===== src/rtl/ws2812b_frame_ctrl_if.sv =====
// Bus and pixel-stream signals of the WS2812B frame controller.
// The slave modport is the controller; the master side is the CPU bus and the encoder.
interface ws2812b_frame_ctrl_if;
    logic [7:0]  address;
    logic [31:0] write_data;
    logic [31:0] read_data;
    logic        we;
    logic        re;
    logic [23:0] pix_data;
    logic        pix_valid;
    logic        pix_ready;
    logic        pix_last;
    logic        enc_idle;

    modport slave (
        input  address, write_data, we, re, pix_ready, enc_idle,
        output read_data, pix_data, pix_valid, pix_last
    );

    modport master (
        output address, write_data, we, re, pix_ready, enc_idle,
        input  read_data, pix_data, pix_valid, pix_last
    );
endinterface


===== src/rtl/ws2812b_frame_ctrl.sv =====
// Frame scheduler for a WS2812B strip: a CPU-written shadow buffer is snapshotted per frame,
// streamed pixel by pixel to the bit encoder, and followed by a timed latch gap.
module ws2812b_frame_ctrl #(
    parameter int CLK_FREQ = 50_000_000,
    parameter int N_LEDS   = 8,
    parameter int RESET_US = 50
) (
    input  logic                 clk,
    input  logic                 rst,
    ws2812b_frame_ctrl_if.slave  bus
);
    // The product overflows 32 bits at the default clock, so it is evaluated in 64 bits.
    localparam longint T_RST_CALC = (longint'(RESET_US) * longint'(CLK_FREQ) + longint'(999_999))
                                    / longint'(1_000_000);
    localparam int T_RST = (T_RST_CALC < 1) ? 1 : int'(T_RST_CALC);
    localparam int GAP_W = (T_RST > 1) ? $clog2(T_RST) : 1;
    localparam logic [GAP_W-1:0] GAP_LOAD = GAP_W'(T_RST - 1);
    localparam logic [3:0]       LAST_IDX = 4'(N_LEDS - 1);

    localparam logic [7:0] ADDR_CTRL   = 8'h40;
    localparam logic [7:0] ADDR_STATUS = 8'h44;
    localparam logic [7:0] ADDR_PERIOD = 8'h48;

    localparam logic [1:0] S_IDLE  = 2'd0;
    localparam logic [1:0] S_SEND  = 2'd1;
    localparam logic [1:0] S_DRAIN = 2'd2;
    localparam logic [1:0] S_LATCH = 2'd3;

    logic [23:0]      shadow [N_LEDS];
    logic [23:0]      active [N_LEDS];
    logic [1:0]       state;
    logic [3:0]       idx;
    logic [GAP_W-1:0] gap;
    logic [23:0]      period;
    logic [23:0]      refresh_cnt;
    logic             auto_en, done, pend;

    logic shadow_hit, wr_shadow, wr_ctrl, wr_period;
    logic refresh_en, refresh_expire, start_req;
    logic [3:0] addr_idx;

    assign addr_idx   = bus.address[5:2];
    assign shadow_hit = (bus.address[1:0] == 2'b00) && (bus.address < 8'(4 * N_LEDS));
    assign wr_shadow  = bus.we && shadow_hit;
    assign wr_ctrl    = bus.we && (bus.address == ADDR_CTRL);
    assign wr_period  = bus.we && (bus.address == ADDR_PERIOD);

    assign refresh_en     = auto_en && (period != 24'd0);
    assign refresh_expire = refresh_en && (refresh_cnt == 24'd0);
    assign start_req      = (wr_ctrl && bus.write_data[0]) || refresh_expire;

    // Reads have no side effects and the upper write byte has no storage behind it.
    logic unused_bits;
    assign unused_bits = &{1'b0, bus.re, bus.write_data[31:24]};

    always_ff @(posedge clk) begin
        if (rst) begin
            // NOTE: the pixel buffers live in flops and are cleared on reset so a reset strip
            // reads back and displays black; don't retarget them to a RAM macro.
            for (int i = 0; i < N_LEDS; i++) begin
                shadow[i] <= '0;
                active[i] <= '0;
            end
            state   <= S_IDLE;
            idx     <= '0;
            gap     <= '0;
            period  <= '0;
            auto_en <= 1'b0;
            done    <= 1'b0;
            pend    <= 1'b0;
        end else begin
            for (int i = 0; i < N_LEDS; i++)
                if (wr_shadow && addr_idx == 4'(i)) shadow[i] <= bus.write_data[23:0];
            if (wr_ctrl)   auto_en <= bus.write_data[1];
            if (wr_period) period  <= bus.write_data[23:0];

            // A latch-gap completion outranks a same-cycle software clear.
            if (state == S_LATCH && gap == '0) done <= 1'b1;
            else if (wr_ctrl && bus.write_data[2]) done <= 1'b0;

            if (start_req && state != S_IDLE) pend <= 1'b1;

            case (state)
                S_IDLE: if (start_req || pend) begin
                    for (int i = 0; i < N_LEDS; i++) active[i] <= shadow[i];
                    idx   <= '0;
                    pend  <= 1'b0;
                    state <= S_SEND;
                end
                S_SEND: if (bus.pix_ready) begin
                    if (idx == LAST_IDX) state <= S_DRAIN;
                    else                 idx   <= idx + 4'd1;
                end
                S_DRAIN: if (bus.enc_idle) begin
                    gap   <= GAP_LOAD;
                    state <= S_LATCH;
                end
                default: begin
                    if (gap == '0) state <= S_IDLE;
                    else           gap   <= gap - 1'b1;
                end
            endcase
        end
    end

    always_ff @(posedge clk) begin
        if (rst || !refresh_en)  refresh_cnt <= '0;
        else if (wr_period)      refresh_cnt <= (bus.write_data[23:0] == 24'd0) ? 24'd0
                                                : bus.write_data[23:0] - 24'd1;
        else if (refresh_expire) refresh_cnt <= period - 24'd1;
        else                     refresh_cnt <= refresh_cnt - 24'd1;
    end

    always_comb begin
        bus.pix_data = '0;
        for (int i = 0; i < N_LEDS; i++)
            if (idx == 4'(i)) bus.pix_data = active[i];
    end

    assign bus.pix_valid = (state == S_SEND);
    assign bus.pix_last  = (state == S_SEND) && (idx == LAST_IDX);

    always_comb begin
        bus.read_data = '0;
        if (bus.address == ADDR_CTRL)
            bus.read_data = {30'b0, auto_en, 1'b0};
        else if (bus.address == ADDR_STATUS)
            bus.read_data = {24'b0, idx, 1'b0, pend, done, state != S_IDLE};
        else if (bus.address == ADDR_PERIOD)
            bus.read_data = {8'b0, period};
        else
            for (int i = 0; i < N_LEDS; i++)
                if (shadow_hit && addr_idx == 4'(i)) bus.read_data = {8'b0, shadow[i]};
    end
endmodule

===== src/flat_wrapper.sv =====
// flat-port wrapper written by rule: the top's interface ports become plain ports
module ws2812b_frame_ctrl_flat 
#(
    parameter int CLK_FREQ = 50_000_000,
    parameter int N_LEDS   = 8,
    parameter int RESET_US = 50
)
  (clk, rst, bus_address, bus_write_data, bus_we, bus_re, bus_pix_ready, bus_enc_idle, bus_read_data, bus_pix_data, bus_pix_valid, bus_pix_last);
  ws2812b_frame_ctrl_if bus_i ();
  input  logic clk;
  input  logic rst;
  input wire logic [$bits(bus_i.address)-1:0] bus_address;
  input wire logic [$bits(bus_i.write_data)-1:0] bus_write_data;
  input wire logic [$bits(bus_i.we)-1:0] bus_we;
  input wire logic [$bits(bus_i.re)-1:0] bus_re;
  input wire logic [$bits(bus_i.pix_ready)-1:0] bus_pix_ready;
  input wire logic [$bits(bus_i.enc_idle)-1:0] bus_enc_idle;
  output wire logic [$bits(bus_i.read_data)-1:0] bus_read_data;
  output wire logic [$bits(bus_i.pix_data)-1:0] bus_pix_data;
  output wire logic [$bits(bus_i.pix_valid)-1:0] bus_pix_valid;
  output wire logic [$bits(bus_i.pix_last)-1:0] bus_pix_last;
  assign bus_i.address = bus_address;
  assign bus_i.write_data = bus_write_data;
  assign bus_i.we = bus_we;
  assign bus_i.re = bus_re;
  assign bus_i.pix_ready = bus_pix_ready;
  assign bus_i.enc_idle = bus_enc_idle;
  assign bus_read_data = bus_i.read_data;
  assign bus_pix_data = bus_i.pix_data;
  assign bus_pix_valid = bus_i.pix_valid;
  assign bus_pix_last = bus_i.pix_last;
  ws2812b_frame_ctrl #(.CLK_FREQ(CLK_FREQ), .N_LEDS(N_LEDS), .RESET_US(RESET_US)) u_core (.clk(clk), .rst(rst), .bus(bus_i));
endmodule

===== config.mk =====
export PLATFORM = sky130hd
export DESIGN_NAME = ws2812b_frame_ctrl_flat
export DESIGN_NICKNAME = d
export VERILOG_FILES = /design/src/rtl/ws2812b_frame_ctrl_if.sv /design/src/rtl/ws2812b_frame_ctrl.sv /design/src/flat_wrapper.sv
export SDC_FILE = /design/constraint.sdc
export NUM_CORES = 1
export LEC_CHECK = 0
export CORE_ASPECT_RATIO = 0.8
export CORE_UTILIZATION = 61
export DETAILED_ROUTE_END_ITERATION = 10
export GPL_TIMING_DRIVEN = 0
export PLACE_DENSITY = 0.78
export REMOVE_ABC_BUFFERS = 1
export SLEW_MARGIN = 20
export SYNTH_ARGS = -nofsm -noshare
export SYNTH_HDL_FRONTEND = slang
export SYNTH_SLANG_ARGS = --single-unit
export TNS_END_PERCENT = 10

===== constraint.sdc =====
create_clock -name clk -period 10.5 [get_ports clk]
set_input_delay 1.575 -clock clk [delete_from_list [all_inputs] [get_ports clk]]
set_output_delay 1.575 -clock clk [all_outputs]
set_load 0.01 [all_outputs]

==> out/summary.txt, run 1 <==
Die W: 211.0 um
worst vdd ir: 152.3 uV
Mapped Cells: 1848
slowest CP cell: and3_1
first-pass GRT wire length: 91290 um
Sw Pwr: 870.3 uW
Layout area overhead: 14.63%
max incr delay on CP: 0.98 ns
Finished Layout Cells: 2399
Worst Setup End Kind: output pin
Synth cell types: 76
Max Slew Vio Count: 0
P_leak: 0.008720 uW
Initial Util: 62.68%
Compound-Gate Fraction of Synth Area: 11.89%
xor/xnor share of the synthesized area: 1.602%
Yosys reg bits: 453
pre-CTS WS: 2.864 ns
die height: 169.2 um
core box area: 0.03401 sq mm
Final Critical Period: 7.848 ns
GRT Util Overall: 34.90%
Cell Area, Placed: 0.02298 sq mm
DRT iter0 DRCs: 2166
gr ovfl total: 0
status: completed
setup bufs post-CTS: 0
largest net degree at the start of global routing: 101
CTS-repair resized insts: 0
Post-Synthesis Cell Area: 0.02132 sq mm
Logic pwr share: 6.3%
CP Data Arrival Time: 6.27 ns
vias in the first global route: 15236
most common cell after layout, fill and taps aside: edfxtp_1
final worst slack: 2.652 ns
row count: 60
CP required: 8.93 ns
CP most frequent cell: clkdlybuf4s50_1
startpoint types: input port
delay-heaviest family, CP: buffers and inverters
final setup fails: 0
Routed WL: 61870 um
Nets: 1955
min-delay worst type: reg -> reg
post-route setup TNS: 0 ns
post-synthesis adder-cell area fraction: 0.7044%
htree depth: 2
Die ar.: 0.03570 sq mm
First-pass DRT Iterations: 8
Worst-Margin Slew: 1.216 ns
clock sinks: 453
Clk network pwr share: 40.9%
switching part of the total: 22.29%
area of the multi-input gates: 0.007762 sq mm
IO Count: 104
CP cell instances: clkdlybuf4s50_1, clkinv_1, nor3_2, buf_4, buf_6, and3_1, a221oi_1, a21oi_1, clkdlybuf4s50_1
Design Area, Final: 0.02443 sq mm
number of routed nets with antenna violations: 0
final RePlAce weighted congestion: 0.9236
CP Buf/Inv Count: 5
Routed WL per cell: 25.79 um
CTS max path bufs: 3
drc violations: 0
Hold Buf Count CTS: 0
RSZ-0062 raised after global routing: false
register area: 0.01291 sq mm
simple-gate share of the synthesized area: 18.58%
mux contribution to synthesized area: 3.005%
most frequent cells in the layout: 384 x edfxtp_1, 249 x nor2_1, 124 x and2_1
Post-synth ARST share: 0%
max_slew headroom: 18.96%
clock skew: 0.02549 ns
clk slew on worst S/H paths: 0.06 ns
maximum clock frequency: 127.4 MHz
FILL cells: 2268
internal power: 3034 uW
DP HPWL: 39450 um
sequential power share: 52.8%
Max-Cap Viols: 0
period utilization: 74.74%
DR vias/cell: 6.549
Seq/Total Area, Yosys: 60.58%
root buffer cell: clkbuf_16
Ys Warns: 0
Clock Latency Late Sink: 0.57 ns
diode count: 0
Synth Flop Type: edfxtp_1
cell area power density: 159.8 mW/mm^2
Final Hold Vio Count: 0
main combinational cell family by area after synthesis: simple AND/OR/NAND/NOR gates
TritonCTS clock tree: done
CP max FO: 18
layout cells sized above 1: 10.44%
Syn Area/Cell: 11.53 sq um
total CTS buffers: 45
antenna violations before repair: 0
EDFF count, synth: 384
placed insts: 2315
worst setup path class: in -> out
Vias: 15712
PortBufs: 86
==> power groups by stage <==
stage | clock network [uW] | registers, uW | logic, uW
CTS | 1590 | 2060 | 241
detailed placement | 0 | 2100 | 240
global placement | 0 | 2110 | 221
global route | 1670 | 2070 | 258
finish | 1600 | 2060 | 245
floorplan | 0 | 2090 | 121
==> worst register-to-register path, cell delays in order (launching register included) <==
cell and delay, ns:
dfxtp_1 0.40, or4_1 0.74, or4_1 0.57, nor3_1 0.58, nor2_2 0.35, a21oi_1 0.29, ha_1 0.21, nor3b_1 0.57
nand2b_1 0.26, a311oi_1 0.87, o211ai_1 0.35, a2111oi_0 0.48, o21ba_1 0.17, o22ai_1 0.07
==> layout make-up <==
type / instances / area share, %
Sequential cell: 453 / 52.85
Multi-Input combinational cell: 1229 / 31.77
Tap cell: 465 / 2.381
Inverter: 43 / 0.6606
Timing Repair Buffer: 125 / 6.406
Clock buffer: 63 / 5.315
Clock inverter: 21 / 0.6196
==> routing by layer <==
layer  GRT usage [%]  wire [um]  up-vias  part of all wire [%]
li1                -          -     6913                     -
met1           46.86      22940     7551                    37
met2           55.75      28840     1084                    47
met3           7.050       7637      164                    12
met4           14.84       2451        0                   4.0
met5               0          0        -                     0
==> synthesized netlist by cell type, drive strengths merged, types with 5 or more instances <==
cell | count | area, sq um
a221o | 28 | 280.3
inv | 42 | 157.7
mux4 | 18 | 405.4
o211ai | 10 | 75.07
xor2 | 13 | 113.9
nor3 | 53 | 265.3
a221oi | 71 | 621.9
a21oi | 74 | 370.4
nand2 | 119 | 456.7
o22ai | 15 | 93.84
a32oi | 5 | 43.79
nand2b | 39 | 244.0
xnor2 | 26 | 227.7
or4 | 20 | 150.1
a211oi | 28 | 210.2
o21ai | 61 | 305.3
a31oi | 8 | 50.05
nor2 | 251 | 949.7
a21o | 7 | 60.05
and3 | 8 | 50.05
dfxtp | 69 | 1381
nand4 | 7 | 43.79
a222oi | 5 | 50.05
or3 | 15 | 93.84
a22oi | 9 | 67.56
mux2i | 19 | 190.2
buf | 32 | 242.7
nor4 | 15 | 106.4
and2 | 153 | 1017
nand3 | 21 | 105.1
nor2b | 56 | 350.3
or2 | 8 | 50.05
edfxtp | 384 | 11530
clkbuf | 98 | 367.9
ha | 12 | 150.1
==> sequential cells by signal (all words and copies together), names as in the netlist <==
register,flops
u_core.idx,4
u_core.pend,1
u_core.gap,12
u_core.done,1
u_core.refresh_cnt,24
u_core.state,2
u_core.shadow,192
u_core.active,192
u_core.period,24
u_core.auto_en,1
==> path summary, 6_finish.rpt <==
| kind | cells after the start | to | slack (ns) | from |
|---|---|---|---|---|
| hold / removal | 2 | u_core.gap[0] | 0.50 | u_core.gap[0] |
| setup / recovery | 9 | bus_read_data[3] | 2.65 | bus_address[4] |
| hold reg to reg | 2 | u_core.gap[0] | 0.50 | u_core.gap[0] |
| setup reg to reg | 13 | u_core.refresh_cnt[16] | 4.44 | u_core.period[7] |
==> through the flow <==
stage          power (uW)  hold slack [ns]  util [%]
2_1_floorplan        2215           0.4433         -
3_3_place_gp         2328           0.4818     65.20
3_5_place_dp         2339           0.4908     67.58
4_1_cts              3892           0.4993     71.84
5_1_grt              3993           0.5258     71.85
6_report             3905           0.5012     71.85
==> cells by family (layout without fill, tap and decap cells) <==
group	Yosys count	after routing
and+or+nand+nor	774	774
adders and majority gates	12	12
muxes	41	41
AOI/OAI and AO/OA	355	355
xor gates and xnor gates	39	39
buffers and inverters	173	252
DFF	453	453
other	1	8
No activity file was read; power rests on OpenSTA's default activity.
==> run 2, diff against run 1 <==
--- a/config.mk
+++ b/config.mk
@@ -6,10 +6,10 @@
 export NUM_CORES = 1
 export LEC_CHECK = 0
 export CORE_ASPECT_RATIO = 0.8
-export CORE_UTILIZATION = 61
+export CORE_UTILIZATION = 55
 export DETAILED_ROUTE_END_ITERATION = 10
 export GPL_TIMING_DRIVEN = 0
-export PLACE_DENSITY = 0.78
+export PLACE_DENSITY = 0.74
 export REMOVE_ABC_BUFFERS = 1
 export SLEW_MARGIN = 20
 export SYNTH_ARGS = -nofsm -noshare
==> constraint.sdc (replaced) <==
create_clock -name clk -period 7.2 [get_ports clk]
set_input_delay 1.08 -clock clk [delete_from_list [all_inputs] [get_ports clk]]
set_output_delay 1.08 -clock clk [all_outputs]
set_load 0.01 [all_outputs]
==> out/summary.txt, run 2 (same netlist as run 1, synthesis figures left out) <==
worst r2r path cells: 13 (unchanged)
First-pass DRT Iterations: 6 (-2)
CP most frequent cell: clkdlybuf4s50_1
cell area power density: 230.7 mW/mm^2 (+44%)
TritonCTS clock tree: done
Hold Buf Count CTS: 0 (unchanged)
gr ovfl total: 0 (unchanged)
GRT Util Overall: 32.30% (-2.6 points)
total CTS buffers: 45 (unchanged)
slowest CP cell: nor3_1
Nets: 1962 (+0.36%)
diode count: 0 (unchanged)
CP Data Arrival Time: 5.64 ns (-0.63 ns)
root buffer cell: clkbuf_16
startpoint types: input port
worst setup path class: in -> out
r2r startpoint: u_core.period[7]
Final Critical Period: 6.718 ns
row count: 64 (+6.7%)
antenna violations before repair: 0 (unchanged)
final RePlAce weighted congestion: 0.9126 (-1.2%)
final setup fails: 0 (unchanged)
die height: 178.1 um (+5.3%)
largest net degree at the start of global routing: 97 (-4.0%)
most common cell after layout, fill and taps aside: edfxtp_1
number of routed nets with antenna violations: 0 (unchanged)
most frequent cells in the layout: 384 x edfxtp_1, 249 x nor2_1, 124 x and2_1
post-route setup TNS: 0 ns (unchanged)
delay-heaviest family, CP: simple AND/OR/NAND/NOR gates
min-delay worst type: reg -> reg
worst vdd ir: 238.4 uV (+57%)
Layout area overhead: 15.26%
Critical Path End: bus_read_data[3]
Max-Cap Viols: 0 (unchanged)
CP Buf/Inv Count: 2 (-3)
Die W: 222.1 um (+5.3%)
P_leak: 0.008760 uW (+0.46%)
PortBufs: 86 (unchanged)
max_slew headroom: 19.40% (+0.44 points)
clock sinks: 453 (unchanged)
hold path start: u_core.gap[0]
Hold Path Depth: 2 (unchanged)
Worst path depth: 8 (-1)
Finished Layout Cells: 2433 (+1.4%)
vias in the first global route: 15117 (-0.78%)
status: completed
CP max FO: 11 (-7)
Vias: 15984 (+1.7%)
drc violations: 0 (unchanged)
Initial Util: 55.80% (-6.9 points)
Worst R2R End: u_core.refresh_cnt[16]
Worst Setup End Kind: output pin
Max Slew Vio Count: 0 (unchanged)
reg2reg setup slack: 1.19 ns (-3.25 ns)
RSZ-0062 raised after global routing: false
IO Count: 104 (unchanged)
FILL cells: 2826 (+25%)
Largest regs: u_core.active x192, u_core.shadow x192
Worst-Margin Slew: 1.200 ns (-0.01585 ns)
crit path from: bus_address[1]
Die ar.: 0.03955 sq mm (+11%)
maximum clock frequency: 148.9 MHz
CP required: 6.12 ns (-2.81 ns)
Routed WL per cell: 26.34 um (+2.1%)
clock skew: 0.02138 ns (-0.004119 ns)
placed insts: 2352 (+1.6%)
DRT iter0 DRCs: 2269 (+4.8%)
clk slew on worst S/H paths: 0.06 ns (about the same)
htree depth: 2 (unchanged)
core box area: 0.03820 sq mm (+12%)
Clock Latency Late Sink: 0.57 ns (about the same)
CTS-repair resized insts: 0 (unchanged)
max incr delay on CP: 1.10 ns (+0.12 ns)
CTS max path bufs: 3 (unchanged)
setup bufs post-CTS: 0 (unchanged)
DP HPWL: 41130 um (+4.2%)
period utilization: 93.30%
DR vias/cell: 6.570 (+0.31%)
first-pass GRT wire length: 93620 um (+2.6%)
CP cell instances: clkdlybuf4s50_1, or4_1, nor2_1, nand2_1, nor3_1, a222oi_1, a21oi_1, clkdlybuf4s50_1
Routed WL: 64080 um (+3.6%)
Final Hold Vio Count: 0 (unchanged)
layout cells sized above 1: 10.47% (+0.030 points)
run 2: cell count changes in the layout (fill, tap and decap cells not counted), moves of 2 or more:
| cell | delta |
|---|---|
| buf_12 | +2 |
| buf_16 | +3 |
| buf_4 | +2 |
| clkbuf_8 | -4 |
| clkinv_1 | +4 |
| clkinv_2 | -2 |
| clkinv_4 | +2 |
run 2: stage by stage:
step	area [sq um]	total power [uW]	hold WS, ns	worst slack [ns]	utilization [%]
final	24570	5668	0.5062	0.4824	64.32
after global routing	24570	5799	0.5343	0.5593	64.32
after CTS	24560	5672	0.5033	0.7234	64.31
after detailed placement	23160	3420	0.4946	0.7535	60.63
after global placement	22210	3402	0.4844	-4.535	58.15
after floorplan	20730	3231	0.4433	-0.3424	-
run 2: metal layers:
layer,wire length [um],up-vias,GRT usage [%]
met3,7185,179,5.765
met2,29360,1028,52.10
met5,0,-,0
met1,24970,7842,43.90
li1,-,6935,-
met4,2560,0,12.44
run 2: worst min-delay path, stage by stage, from the launching register on:
cell and delay [ns]:
dfxtp_1 0.31, nor2_1 0.10, a211oi_1 0.05
run 2: layout make-up:
cell class | count | area (sq um) | share of cell area, %
flip-flops and latches | 453 | 12910 | 52.56
multi-input cells | 1229 | 7762 | 31.59
inverters | 43 | 161.4 | 0.6570
clock buffers | 56 | 1210 | 4.925
repair buffers | 132 | 1707 | 6.946
clock inverters | 25 | 196.4 | 0.7995
well taps | 495 | 619.3 | 2.521
run 2: how the worst min path moves through the flow:
| stage | slack [ns] | end |
|---|---|---|
| after floorplan | 0.44 | u_core.period[20] |
| after global placement | 0.48 | u_core.done |
| after detailed placement | 0.49 | u_core.gap[0] |
| after CTS | 0.50 | u_core.gap[0] |
| after global routing | 0.53 | u_core.gap[10] |
| final | 0.51 | u_core.gap[0] |
run 2: power by group:
part	leakage [uW]	internal (uW)	switching, uW
Sequential	0.00436	2960	47.8
Clock	0.000691	1300	996
Combinational	0.00371	140	229
